--- src/rtl/ctrl_fc_sched_if.sv ---
// Bus bundle between the fully-connected layer scheduler and its environment:
// the req/ack layer handshake with its operands, the ctrl_mac in_ctrl strobes,
// and the buffer addresses with the per-group lane mask.
interface ctrl_fc_sched_if #(
    parameter int CORE   = 8,
    parameter int AWIDTH = 12,
    parameter int CWIDTH = 10
);
    // Layer request and operands
    logic              req;
    logic [CWIDTH-1:0] total_in;
    logic [CWIDTH-1:0] total_out;
    logic [AWIDTH-1:0] in_offset;
    logic [AWIDTH-1:0] w_offset;
    logic [AWIDTH-1:0] out_offset;

    // Status
    logic              ack;
    logic              done;

    // ctrl_mac in_ctrl strobes
    logic              out_start;
    logic              out_valid;
    logic              out_stop;

    // Buffer addressing
    logic [AWIDTH-1:0] in_addr;
    logic [AWIDTH-1:0] w_addr;
    logic [AWIDTH-1:0] out_addr;
    logic [CORE-1:0]   lane_mask;

    // Requester side
    modport master (
        output req, total_in, total_out, in_offset, w_offset, out_offset,
        input  ack, done, out_start, out_valid, out_stop,
        input  in_addr, w_addr, out_addr, lane_mask
    );

    // Scheduler side
    modport slave (
        input  req, total_in, total_out, in_offset, w_offset, out_offset,
        output ack, done, out_start, out_valid, out_stop,
        output in_addr, w_addr, out_addr, lane_mask
    );
endinterface

--- src/rtl/ctrl_fc_sched.sv ---
// Layer scheduler for the gobou fully-connected datapath.
// One accepted req walks the M output neurons in groups of CORE lanes. Each
// group gets one start / N x valid / stop burst on ctrl_mac's in_ctrl bus,
// followed by DRAIN idle cycles so the MAC/accumulator pipeline empties.
// The ctrl strobes, addresses and lane mask are registered from the state, so
// they trail the state by one cycle; done and ack are registered on the
// transition itself so they coincide with the DONE / IDLE states.
module ctrl_fc_sched #(
    parameter int CORE   = 8,
    parameter int AWIDTH = 12,
    parameter int CWIDTH = 10,
    parameter int DRAIN  = 3
) (
    input  logic           clk,
    input  logic           xrst,
    ctrl_fc_sched_if.slave bus
);

    localparam int DWIDTH = (DRAIN > 1) ? $clog2(DRAIN) : 1;

    typedef enum logic [2:0] {
        S_IDLE,
        S_PREP,
        S_START,
        S_MAC,
        S_DRAIN,
        S_DONE
    } state_e;

    state_e state_q, state_d;

    // Operands latched on the accepted request
    logic [CWIDTH-1:0] n_q, n_d;
    logic [CWIDTH-1:0] m_q, m_d;
    logic [AWIDTH-1:0] in_off_q, in_off_d;
    logic [AWIDTH-1:0] w_off_q, w_off_d;
    logic [AWIDTH-1:0] out_off_q, out_off_d;

    // Walk state
    logic [CWIDTH-1:0] groups_q, groups_d;   // G = ceil(M / CORE)
    logic [CWIDTH-1:0] g_q, g_d;             // current group
    logic [CWIDTH-1:0] i_q, i_d;             // beat within the burst
    logic [DWIDTH-1:0] dcnt_q, dcnt_d;       // drain cycle counter
    logic [AWIDTH-1:0] wbase_q, wbase_d;     // g*N, accumulated, no multiplier
    logic [AWIDTH-1:0] obase_q, obase_d;     // g*CORE, accumulated

    // Registered outputs
    logic              ack_q, ack_d;
    logic              done_q, done_d;
    logic              start_q, start_d;
    logic              valid_q, valid_d;
    logic              stop_q, stop_d;
    logic [AWIDTH-1:0] in_addr_q, in_addr_d;
    logic [AWIDTH-1:0] w_addr_q, w_addr_d;
    logic [AWIDTH-1:0] out_addr_q, out_addr_d;
    logic [CORE-1:0]   lane_mask_q, lane_mask_d;

    // Derived group geometry
    logic [CWIDTH:0]   m_round;
    logic [CWIDTH-1:0] rem;
    logic [CORE-1:0]   part_mask;
    logic              last_group;
    logic              last_beat;
    logic              drain_end;

    assign m_round    = {1'b0, m_q} + (CWIDTH+1)'(CORE - 1);
    assign rem        = m_q % CWIDTH'(CORE);
    assign last_group = (g_q == groups_q - CWIDTH'(1));
    assign last_beat  = (i_q == n_q - CWIDTH'(1));
    assign drain_end  = (dcnt_q == DWIDTH'(DRAIN - 1));

    // Low (M mod CORE) lanes of a partial last group
    always_comb begin
        part_mask = '0;
        for (int k = 0; k < CORE; k++) begin
            part_mask[k] = (CWIDTH'(k) < rem);
        end
    end

    // Next-state and next-output logic for the layer walk
    always_comb begin
        // NOTE: every variable gets a default before the case so no path leaves it unassigned (no latch).
        state_d     = state_q;
        n_d         = n_q;
        m_d         = m_q;
        in_off_d    = in_off_q;
        w_off_d     = w_off_q;
        out_off_d   = out_off_q;
        groups_d    = groups_q;
        g_d         = g_q;
        i_d         = i_q;
        dcnt_d      = dcnt_q;
        wbase_d     = wbase_q;
        obase_d     = obase_q;
        ack_d       = ack_q;
        done_d      = 1'b0;
        start_d     = 1'b0;
        valid_d     = 1'b0;
        stop_d      = 1'b0;
        in_addr_d   = in_addr_q;
        w_addr_d    = w_addr_q;
        out_addr_d  = out_addr_q;
        lane_mask_d = lane_mask_q;

        case (state_q)
            S_IDLE: begin
                if (bus.req) begin
                    n_d       = bus.total_in;
                    m_d       = bus.total_out;
                    in_off_d  = bus.in_offset;
                    w_off_d   = bus.w_offset;
                    out_off_d = bus.out_offset;
                    ack_d     = 1'b0;
                    state_d   = S_PREP;
                end
            end

            S_PREP: begin
                groups_d = CWIDTH'(m_round / (CWIDTH+1)'(CORE));
                g_d      = '0;
                wbase_d  = w_off_q;
                obase_d  = out_off_q;
                if (n_q == '0 || m_q == '0) begin
                    done_d  = 1'b1;
                    state_d = S_DONE;
                end else begin
                    state_d = S_START;
                end
            end

            S_START: begin
                start_d     = 1'b1;
                in_addr_d   = in_off_q;
                w_addr_d    = wbase_q;
                out_addr_d  = obase_q;
                lane_mask_d = (last_group && rem != '0) ? part_mask : '1;
                i_d         = '0;
                state_d     = S_MAC;
            end

            S_MAC: begin
                valid_d   = 1'b1;
                in_addr_d = in_off_q + AWIDTH'(i_q);
                w_addr_d  = wbase_q + AWIDTH'(i_q);
                if (last_beat) begin
                    stop_d  = 1'b1;
                    dcnt_d  = '0;
                    state_d = S_DRAIN;
                end else begin
                    i_d = i_q + CWIDTH'(1);
                end
            end

            S_DRAIN: begin
                if (drain_end) begin
                    if (last_group) begin
                        done_d  = 1'b1;
                        state_d = S_DONE;
                    end else begin
                        g_d     = g_q + CWIDTH'(1);
                        wbase_d = wbase_q + AWIDTH'(n_q);
                        obase_d = obase_q + AWIDTH'(CORE);
                        state_d = S_START;
                    end
                end else begin
                    dcnt_d = dcnt_q + DWIDTH'(1);
                end
            end

            S_DONE: begin
                ack_d       = 1'b1;
                lane_mask_d = '0;
                state_d     = S_IDLE;
            end

            default: begin
                ack_d   = 1'b1;
                state_d = S_IDLE;
            end
        endcase
    end

    // State and output registers; reset aborts any layer in flight
    always_ff @(posedge clk or posedge xrst) begin
        if (xrst) begin
            state_q     <= S_IDLE;
            n_q         <= '0;
            m_q         <= '0;
            in_off_q    <= '0;
            w_off_q     <= '0;
            out_off_q   <= '0;
            groups_q    <= '0;
            g_q         <= '0;
            i_q         <= '0;
            dcnt_q      <= '0;
            wbase_q     <= '0;
            obase_q     <= '0;
            ack_q       <= 1'b1;
            done_q      <= 1'b0;
            start_q     <= 1'b0;
            valid_q     <= 1'b0;
            stop_q      <= 1'b0;
            in_addr_q   <= '0;
            w_addr_q    <= '0;
            out_addr_q  <= '0;
            lane_mask_q <= '0;
        end else begin
            // NOTE: non-blocking assignments so every flop samples the pre-edge values.
            state_q     <= state_d;
            n_q         <= n_d;
            m_q         <= m_d;
            in_off_q    <= in_off_d;
            w_off_q     <= w_off_d;
            out_off_q   <= out_off_d;
            groups_q    <= groups_d;
            g_q         <= g_d;
            i_q         <= i_d;
            dcnt_q      <= dcnt_d;
            wbase_q     <= wbase_d;
            obase_q     <= obase_d;
            ack_q       <= ack_d;
            done_q      <= done_d;
            start_q     <= start_d;
            valid_q     <= valid_d;
            stop_q      <= stop_d;
            in_addr_q   <= in_addr_d;
            w_addr_q    <= w_addr_d;
            out_addr_q  <= out_addr_d;
            lane_mask_q <= lane_mask_d;
        end
    end

    assign bus.ack       = ack_q;
    assign bus.done      = done_q;
    assign bus.out_start = start_q;
    assign bus.out_valid = valid_q;
    assign bus.out_stop  = stop_q;
    assign bus.in_addr   = in_addr_q;
    assign bus.w_addr    = w_addr_q;
    assign bus.out_addr  = out_addr_q;
    assign bus.lane_mask = lane_mask_q;

endmodule
--- src/flat_wrapper.sv ---
// flat-port wrapper written by rule: the top's interface ports become plain ports
module ctrl_fc_sched_flat 
#(
    parameter int CORE   = 8,
    parameter int AWIDTH = 12,
    parameter int CWIDTH = 10,
    parameter int DRAIN  = 3
)
  (clk, xrst, bus_req, bus_total_in, bus_total_out, bus_in_offset, bus_w_offset, bus_out_offset, bus_ack, bus_done, bus_out_start, bus_out_valid, bus_out_stop, bus_in_addr, bus_w_addr, bus_out_addr, bus_lane_mask);
  ctrl_fc_sched_if #(.CORE(CORE), .AWIDTH(AWIDTH), .CWIDTH(CWIDTH)) bus_i ();
  input  logic clk;
  input  logic xrst;
  input wire logic [$bits(bus_i.req)-1:0] bus_req;
  input wire logic [$bits(bus_i.total_in)-1:0] bus_total_in;
  input wire logic [$bits(bus_i.total_out)-1:0] bus_total_out;
  input wire logic [$bits(bus_i.in_offset)-1:0] bus_in_offset;
  input wire logic [$bits(bus_i.w_offset)-1:0] bus_w_offset;
  input wire logic [$bits(bus_i.out_offset)-1:0] bus_out_offset;
  output wire logic [$bits(bus_i.ack)-1:0] bus_ack;
  output wire logic [$bits(bus_i.done)-1:0] bus_done;
  output wire logic [$bits(bus_i.out_start)-1:0] bus_out_start;
  output wire logic [$bits(bus_i.out_valid)-1:0] bus_out_valid;
  output wire logic [$bits(bus_i.out_stop)-1:0] bus_out_stop;
  output wire logic [$bits(bus_i.in_addr)-1:0] bus_in_addr;
  output wire logic [$bits(bus_i.w_addr)-1:0] bus_w_addr;
  output wire logic [$bits(bus_i.out_addr)-1:0] bus_out_addr;
  output wire logic [$bits(bus_i.lane_mask)-1:0] bus_lane_mask;
  assign bus_i.req = bus_req;
  assign bus_i.total_in = bus_total_in;
  assign bus_i.total_out = bus_total_out;
  assign bus_i.in_offset = bus_in_offset;
  assign bus_i.w_offset = bus_w_offset;
  assign bus_i.out_offset = bus_out_offset;
  assign bus_ack = bus_i.ack;
  assign bus_done = bus_i.done;
  assign bus_out_start = bus_i.out_start;
  assign bus_out_valid = bus_i.out_valid;
  assign bus_out_stop = bus_i.out_stop;
  assign bus_in_addr = bus_i.in_addr;
  assign bus_w_addr = bus_i.w_addr;
  assign bus_out_addr = bus_i.out_addr;
  assign bus_lane_mask = bus_i.lane_mask;
  ctrl_fc_sched #(.CORE(CORE), .AWIDTH(AWIDTH), .CWIDTH(CWIDTH), .DRAIN(DRAIN)) u_core (.clk(clk), .xrst(xrst), .bus(bus_i));
endmodule
--- config.mk ---
export PLATFORM = sky130hd
export DESIGN_NAME = ctrl_fc_sched_flat
export DESIGN_NICKNAME = d
export VERILOG_FILES = /design/src/rtl/ctrl_fc_sched_if.sv /design/src/rtl/ctrl_fc_sched.sv /design/src/flat_wrapper.sv
export SDC_FILE = /design/constraint.sdc
export NUM_CORES = 1
export LEC_CHECK = 0
export BUFFER_PORTS_ARGS = -buffer_cell sky130_fd_sc_hd__buf_4
export CAP_MARGIN = 5
export CORE_AREA = 2 2 132 134
export DETAILED_ROUTE_END_ITERATION = 6
export DIE_AREA = 0 0 134 136
export HOLD_SLACK_MARGIN = 0.02
export PLACE_DENSITY = 0.75
export SYNTH_ARGS = -nofsm -noshare
export SYNTH_HDL_FRONTEND = slang
export SYNTH_SLANG_ARGS = --single-unit
--- constraint.sdc ---
create_clock -name clk -period 5.4 [get_ports clk]
set_input_delay 0.54 -clock clk [delete_from_list [all_inputs] [get_ports clk]]
set_output_delay 0.54 -clock clk [all_outputs]
set_load 0.02 [all_outputs]
==> impl_metrics.py, run 1 <==
metrics = {
    "layout": {
        "nets": 1127,
        "area_growth_pct": 17.1,
        "instances_no_fill": 1266,
        "antennaDiodeCount": 0,
        "drive_above_1_share_pct": 21.7,
    },
    "routing": {
        "drt-total-wl_mm": 22.1,
        "drc": 0,
        "vias_per_cell": 5.87,
        "first_pass_iters": 5,
        "drtIter0Drc": 613,
        "wire_per_inst_um": 17.4,
        "ant_nets": 0,
        "vias": 7426,
    },
    "power": {
        "power_mw": 6.49,
        "powerDensity_nw_per_um2": 608,
        "power_leakage_nw": 4.84,
        "vdd_drop_max_uv": 344,
    },
    "place": {
        "dp.cells": 1234,
        "pre_cts_slack_ns": 2.23,
        "dp.final_hpwl_mm": 15.2,
        "io_buffers": 107,
        "gp_congestion": 0.895,
    },
    "setup_path": {
        "crit_slowest_cell": "and2_1",
        "path_cells": "buf_4, nor2_1, and2_1, nand2_1, a21o_1, nand2_1, mux2_2",
        "critPathArrivalTime_ns": 3.52,
        "path_class": "reg2reg",
        "path_common_cell": "nand2_1",
        "max_stage_delay_ns": 0.73,
        "rrSetupSlack_ns": 2.19,
        "cp-end-kind": "flop",
        "crit_path_max_fanout": 47,
        "worstSetupStartpointType": "flop",
        "required_ns": 5.71,
    },
    "global_route": {
        "gr-total-overflow": 0,
        "grt_max_degree": 71,
        "grt_use_total_pct": 25.0,
        "antenna_found_initial": 0,
        "grt_pass1_wl_mm": 36.0,
        "grt_pass1_vias": 7104,
    },
    "timing": {
        "tightestPinTransition_ns": 1.17,
        "fin_crit_ns": 3.21,
        "layout_setup_ws_ns": 2.19,
        "hold_violations": 0,
        "slew-limit-headroom_pct": 21.0,
        "grt_setup_unrepaired": "no",
        "setup_viol": 0,
        "slew_violations": 0,
        "setup_tns_ns": 0,
        "fin_crit_sh_pct": 59.4,
        "fmax_ghz": 0.312,
        "skew_ns": 0.00836,
    },
    "flow_run": {
        "maxCapViolCount": 0,
    },
    "clocking": {
        "cts_tree": "built",
        "hold_buffers": 0,
        "postCtsSetupRepairBufs": 0,
        "cts_resized": 0,
        "cts_buffers": 17,
        "cts_num_sinks": 162,
        "clkLatencyLatePin_ns": 0.43,
        "cts-root-buf": "clkbuf_16",
        "clk_pin_slew_ns": 0.06,
        "htree_num_levels": 4,
        "cts_max_path_buffers": 2,
    },
    "floorplanning": {
        "num_rows": 48,
        "die_h_um": 136,
        "die_area_um2": 18200,
        "coreArea_um2": 16900,
        "io_pins": 108,
        "fp.dieW_um": 134,
        "start_util_pct": 54.1,
    },
    "synthesis": {
        "synth_seq_cells": 162,
        "synth_nets": 1045,
        "synth.distinct_cells": 72,
        "syn_avg_cell_area_um2": 9.64,
        "yosysWarnings": 0,
        "mappedNetlistArea_um2": 9120,
        "syn_inst": 946,
        "synth_edf_count": 0,
        "ys_async_sr_fraction_pct": 100,
        "synth-main-ff-cell": "dfrtp_1",
        "yosysSeqAreaShare_pct": 44.4,
    },
    "outcome": {
        "status": "complete, no violations",
    },
    "hold_path": {
        "hold_class": "in2async",
    },
}
==> through the flow <==
step           area, um2  hold WS (ns)  util (%)
5_1_grt            10700         0.255      63.3
6_report           10700         0.200      63.3
3_5_place_dp       10100         0.455      59.7
3_3_place_gp       10100         0.450      59.7
4_1_cts            10700         0.226      63.3
2_1_floorplan       9120         0.435         -
==> critical path: cells and delay by family, from the launching register on <==
family,cells,cell delay (ns)
and+or+nand+nor,4,1.73
buffers and inverters,1,0.28
muxes,1,0.40
AOI/OAI and AO/OA,1,0.31
DFF,1,0.36
==> synth_stat cells, types with 15 or more instances <==
cell type,instances,share of area (%)
dfrtp_1,161,44
nand2_1,139,5.7
o21ai_0,79,4.3
mux2_2,60,7.4
nor2_1,49,2.0
clkbuf_1,44,1.8
ha_1,37,5.1
a21oi_1,35,1.9
nand3_1,29,1.6
xnor2_1,28,2.7
inv_1,25,1.0
mux2i_1,22,2.4
xor2_1,19,1.8
nor3_1,15,0.82
==> layer usage <==
layer  up-vias  track usage, %  share of wire [%]
li1       3545               -                  -
met1      3624            35.0                 46
met2       212            38.7                 47
met3        45            4.36                4.4
met4         0            9.87                2.7
met5         -               0                  0
==> layout by cell type (no fill, tap or decap), types with 15 or more instances in the layout <==
cell type / instances
a21oi_1: 35
buf_4: 113
clkbuf_16: 17
dfrtp_1: 161
ha_1: 37
inv_1: 24
mux2_2: 60
mux2i_1: 22
nand2_1: 139
nand3_1: 29
nor2_1: 49
nor3_1: 15
o21ai_0: 79
xnor2_1: 28
xor2_1: 19
==> where the power goes <==
part | internal [mW] | switching [mW] | total (mW) | leakage (nW)
sequential | 1.74 | 0.566 | 2.31 | 2.00
combinational | 1.33 | 1.59 | 2.92 | 2.54
clock | 0.751 | 0.508 | 1.26 | 0.295
total | 3.83 | 2.67 | 6.49 | 4.84
==> cells by family (layout without fill, tap and decap cells) <==
family,after synthesis,in the layout,share of synthesized area (%)
xor gates and xnor gates,47,47,4.51
and+or+nand+nor,338,338,18.2
AOI/OAI and AO/OA,201,201,13.8
adders and majority gates,40,40,5.73
DFF,162,162,44.4
muxes,83,83,9.98
buffers and inverters,75,170,3.25
==> flip-flops by register name, indices dropped and copies added, names as in the netlist, 3 cells and up <==
signal                flops
u_core.in_off_q          12
u_core.w_off_q           12
u_core.bus.in_addr       12
u_core.bus.out_addr      12
u_core.bus.lane_mask      8
u_core.g_q               10
u_core.m_q               10
u_core.state_q            3
u_core.wbase_q           12
u_core.bus.w_addr        12
u_core.groups_q           8
u_core.out_off_q         12
u_core.obase_q           12
u_core.i_q               10
u_core.n_q               10
==> worst paths after layout <==
kind | start | endpoint | cells after the start
worst max-delay path | u_core.state_q[0] | u_core.wbase_q[5] | 7
worst min-delay path | xrst | u_core.w_off_q[9] | 2
worst max register to register | u_core.state_q[0] | u_core.wbase_q[5] | 7
worst min register to register | u_core.out_off_q[2] | u_core.obase_q[2] | 2
max in group asynchronous | xrst | u_core.bus.lane_mask[2] | 3
min in group clk | bus_in_offset[1] | u_core.in_off_q[1] | 3
==> cell type report <==
type                            count  area [um2]
Fill cell                        1405        6190
Multi-Input combinational cell    709        4790
Sequential cell                   162        4060
Timing Repair Buffer              113         848
Clock buffer                       19         453
Tap cell                          225         282
Clock inverter                     13         159
Inverter                           25        98.8
No activity file was read; power rests on OpenSTA's default activity.
==> run 2, diff against run 1 <==
--- a/config.mk
+++ b/config.mk
@@ -7,9 +7,9 @@
 export LEC_CHECK = 0
 export BUFFER_PORTS_ARGS = -buffer_cell sky130_fd_sc_hd__buf_4
 export CAP_MARGIN = 5
-export CORE_AREA = 2 2 132 134
+export CORE_AREA = 2 2 135 137
 export DETAILED_ROUTE_END_ITERATION = 6
-export DIE_AREA = 0 0 134 136
+export DIE_AREA = 0 0 137 139
 export HOLD_SLACK_MARGIN = 0.02
 export PLACE_DENSITY = 0.75
 export SYNTH_ARGS = -nofsm -noshare
==> constraint.sdc (replaced) <==
create_clock -name clk -period 2.8 [get_ports clk]
set_input_delay 0.28 -clock clk [delete_from_list [all_inputs] [get_ports clk]]
set_output_delay 0.28 -clock clk [all_outputs]
set_load 0.02 [all_outputs]
==> run 2 against run 1 <==
  * Final area rose by 2.5%
  * Global-route usage down 0.56 points
  * Critical endpoint is now u_core.g_q[3]
  * Cell count up 2.8%
  * Combinational power rose by 100%
  * First-iteration DRC count down 8.0%
  * Largest cell class unchanged
  * Clock power grew 89%
  * Power up 95%
  * Register-to-register slack got worse by 2.0 ns
  * Via count is 0.93% higher
==> impl_metrics.py, run 2 (synthesis results as in run 1) <==
metrics = {
    "outcome": {
        "status": "complete, no violations",
    },
    "global_route": {
        "grt_use_total_pct": 24.4,
        "grt_pass1_vias": 7155,
        "gr-total-overflow": 0,
        "grt_max_degree": 62,
        "antenna_found_initial": 0,
        "grt_pass1_wl_mm": 36.7,
    },
    "setup_path": {
        "critPathArrivalTime_ns": 2.96,
        "crit_slowest_cell": "or4_1",
        "rrSetupSlack_ns": 0.19,
        "reg2reg_depth": 8,
        "regToRegStartpoint": "u_core.groups_q[2]",
        "r2r-end": "u_core.g_q[3]",
        "path_cells": "or3_1, o21ai_0, nand3_1, o211a_1, and2_0, buf_4, or4_1, a21oi_1",
        "path_class": "reg2reg",
        "worstSetupStartpointType": "flop",
        "max_stage_delay_ns": 0.50,
        "cp-end-kind": "flop",
        "required_ns": 3.15,
        "crit_path_max_fanout": 7,
    },
    "routing": {
        "vias_per_cell": 5.76,
        "highest_layer": "met4",
        "drtIter0Drc": 564,
        "first_pass_iters": 5,
        "wire_per_inst_um": 17.3,
        "m1WireLength_mm": 10.2,
        "ant_nets": 0,
        "drt-total-wl_mm": 22.6,
        "dr_wl_met3_mm": 1.31,
        "vias": 7495,
        "met2_length_mm": 10.6,
        "drc": 0,
    },
    "hold_path": {
        "min_to": "u_core.in_off_q[1]",
        "min_from": "bus_in_offset[1]",
        "min_path_cells": 3,
        "hold_class": "in2reg",
    },
    "clocking": {
        "cts-root-buf": "clkbuf_16",
        "htree_num_levels": 4,
        "clkLatencyLatePin_ns": 0.43,
        "cts_tree": "built",
        "cts_max_path_buffers": 2,
        "clk_pin_slew_ns": 0.07,
        "cts_num_sinks": 162,
        "cts_resized": 0,
        "postCtsSetupRepairBufs": 0,
        "cts_buffers": 17,
    },
    "timing": {
        "fmax_ghz": 0.383,
        "hold_violations": 0,
        "slew_violations": 0,
        "slew-limit-headroom_pct": 53.8,
        "fin_crit_ns": 2.61,
        "grt_setup_unrepaired": "no",
        "skew_ns": 0.00917,
        "setup_tns_ns": 0,
        "fin_crit_sh_pct": 93.4,
        "setup_viol": 0,
        "tightestPinTransition_ns": 0.692,
    },
    "power": {
        "vdd_drop_max_uv": 697,
        "power_mw": 12.6,
        "power_leakage_nw": 4.99,
        "powerDensity_nw_per_um2": 1150,
    },
    "place": {
        "io_buffers": 107,
        "gp_congestion": 0.898,
        "dp.final_hpwl_mm": 15.8,
    },
    "floorplanning": {
        "io_pins": 108,
        "start_util_pct": 51.7,
        "fp.dieW_um": 137,
        "die_h_um": 139,
        "die_area_um2": 19000,
        "num_rows": 49,
        "coreArea_um2": 17700,
    },
    "layout": {
        "final_cell_mix": "dfrtp_1, buf_4, nand2_1, o21ai_0, mux2_2",
        "drive_above_1_share_pct": 23.9,
        "multi_input_area_um2": 4790,
        "nets": 1159,
        "antennaDiodeCount": 0,
        "final_common_cell": "dfrtp_1",
        "post-route-util_pct": 62.0,
        "final-seq-area_um2": 4060,
        "fillers": 1491,
        "area_growth_pct": 20.0,
    },
    "flow_run": {
        "maxCapViolCount": 0,
    },
}
run 2: how the worst max path moves through the flow:
stage,start,to
4_1_cts,u_core.n_q[0],u_core.wbase_q[10]
6_report,u_core.groups_q[2],u_core.g_q[3]
2_1_floorplan,u_core.n_q[2],u_core.i_q[1]
3_5_place_dp,u_core.n_q[0],u_core.wbase_q[10]
3_3_place_gp,u_core.n_q[2],u_core.i_q[9]
5_1_grt,u_core.groups_q[2],u_core.g_q[9]
run 2: power breakdown:
group | switching [mW] | internal (mW)
registers | 1.00 | 3.36
logic | 3.16 | 2.75
clock network | 0.987 | 1.39
total | 5.15 | 7.50
run 2: what timing repair did:
item                                    in CTS  in global routing
hold endpoints to repair                    26                  0
endpoints found under the setup margin       0                  0
hold buffers                                 1                  0
run 2: routing by layer:
metal	GRT usage [%]	vias to the layer above
met5	0	-
met1	34.2	3649
met4	7.16	0
met3	5.08	35
met2	38.2	210
li1	-	3601
run 2: area by class of cell:
cell class | count | area share, %
clock buffers | 21 | 4.30
inverters | 25 | 0.891
repair buffers | 145 | 10.3
multi-input cells | 709 | 43.7
clock inverters | 11 | 1.18
flip-flops and latches | 162 | 37.0
well taps | 229 | 2.62
run 2: per-stage QoR:
step / std cells / setup slack [ns] / hold slack (ns) / instance area, um2
final: 1302 / 0.186 / 0.0715 / 11000
after global routing: 1302 / 0.0140 / 0.0656 / 11000
after CTS: 1302 / 0.185 / 0.0621 / 11000
after detailed placement: 1269 / 0.210 / 0.422 / 10300
after global placement: 1269 / 0.247 / 0.416 / 10300
after floorplan: 946 / 0.284 / 0.397 / 9130
run 2: critical path, delay by kind of cell, from the launching register on:
kind | cells | cell delay [ns]
flip-flops | 1 | 0.44
AND/OR/NAND/NOR | 4 | 1.27
buffers and inverters | 1 | 0.20
AO/OA/AOI/OAI | 3 | 0.62
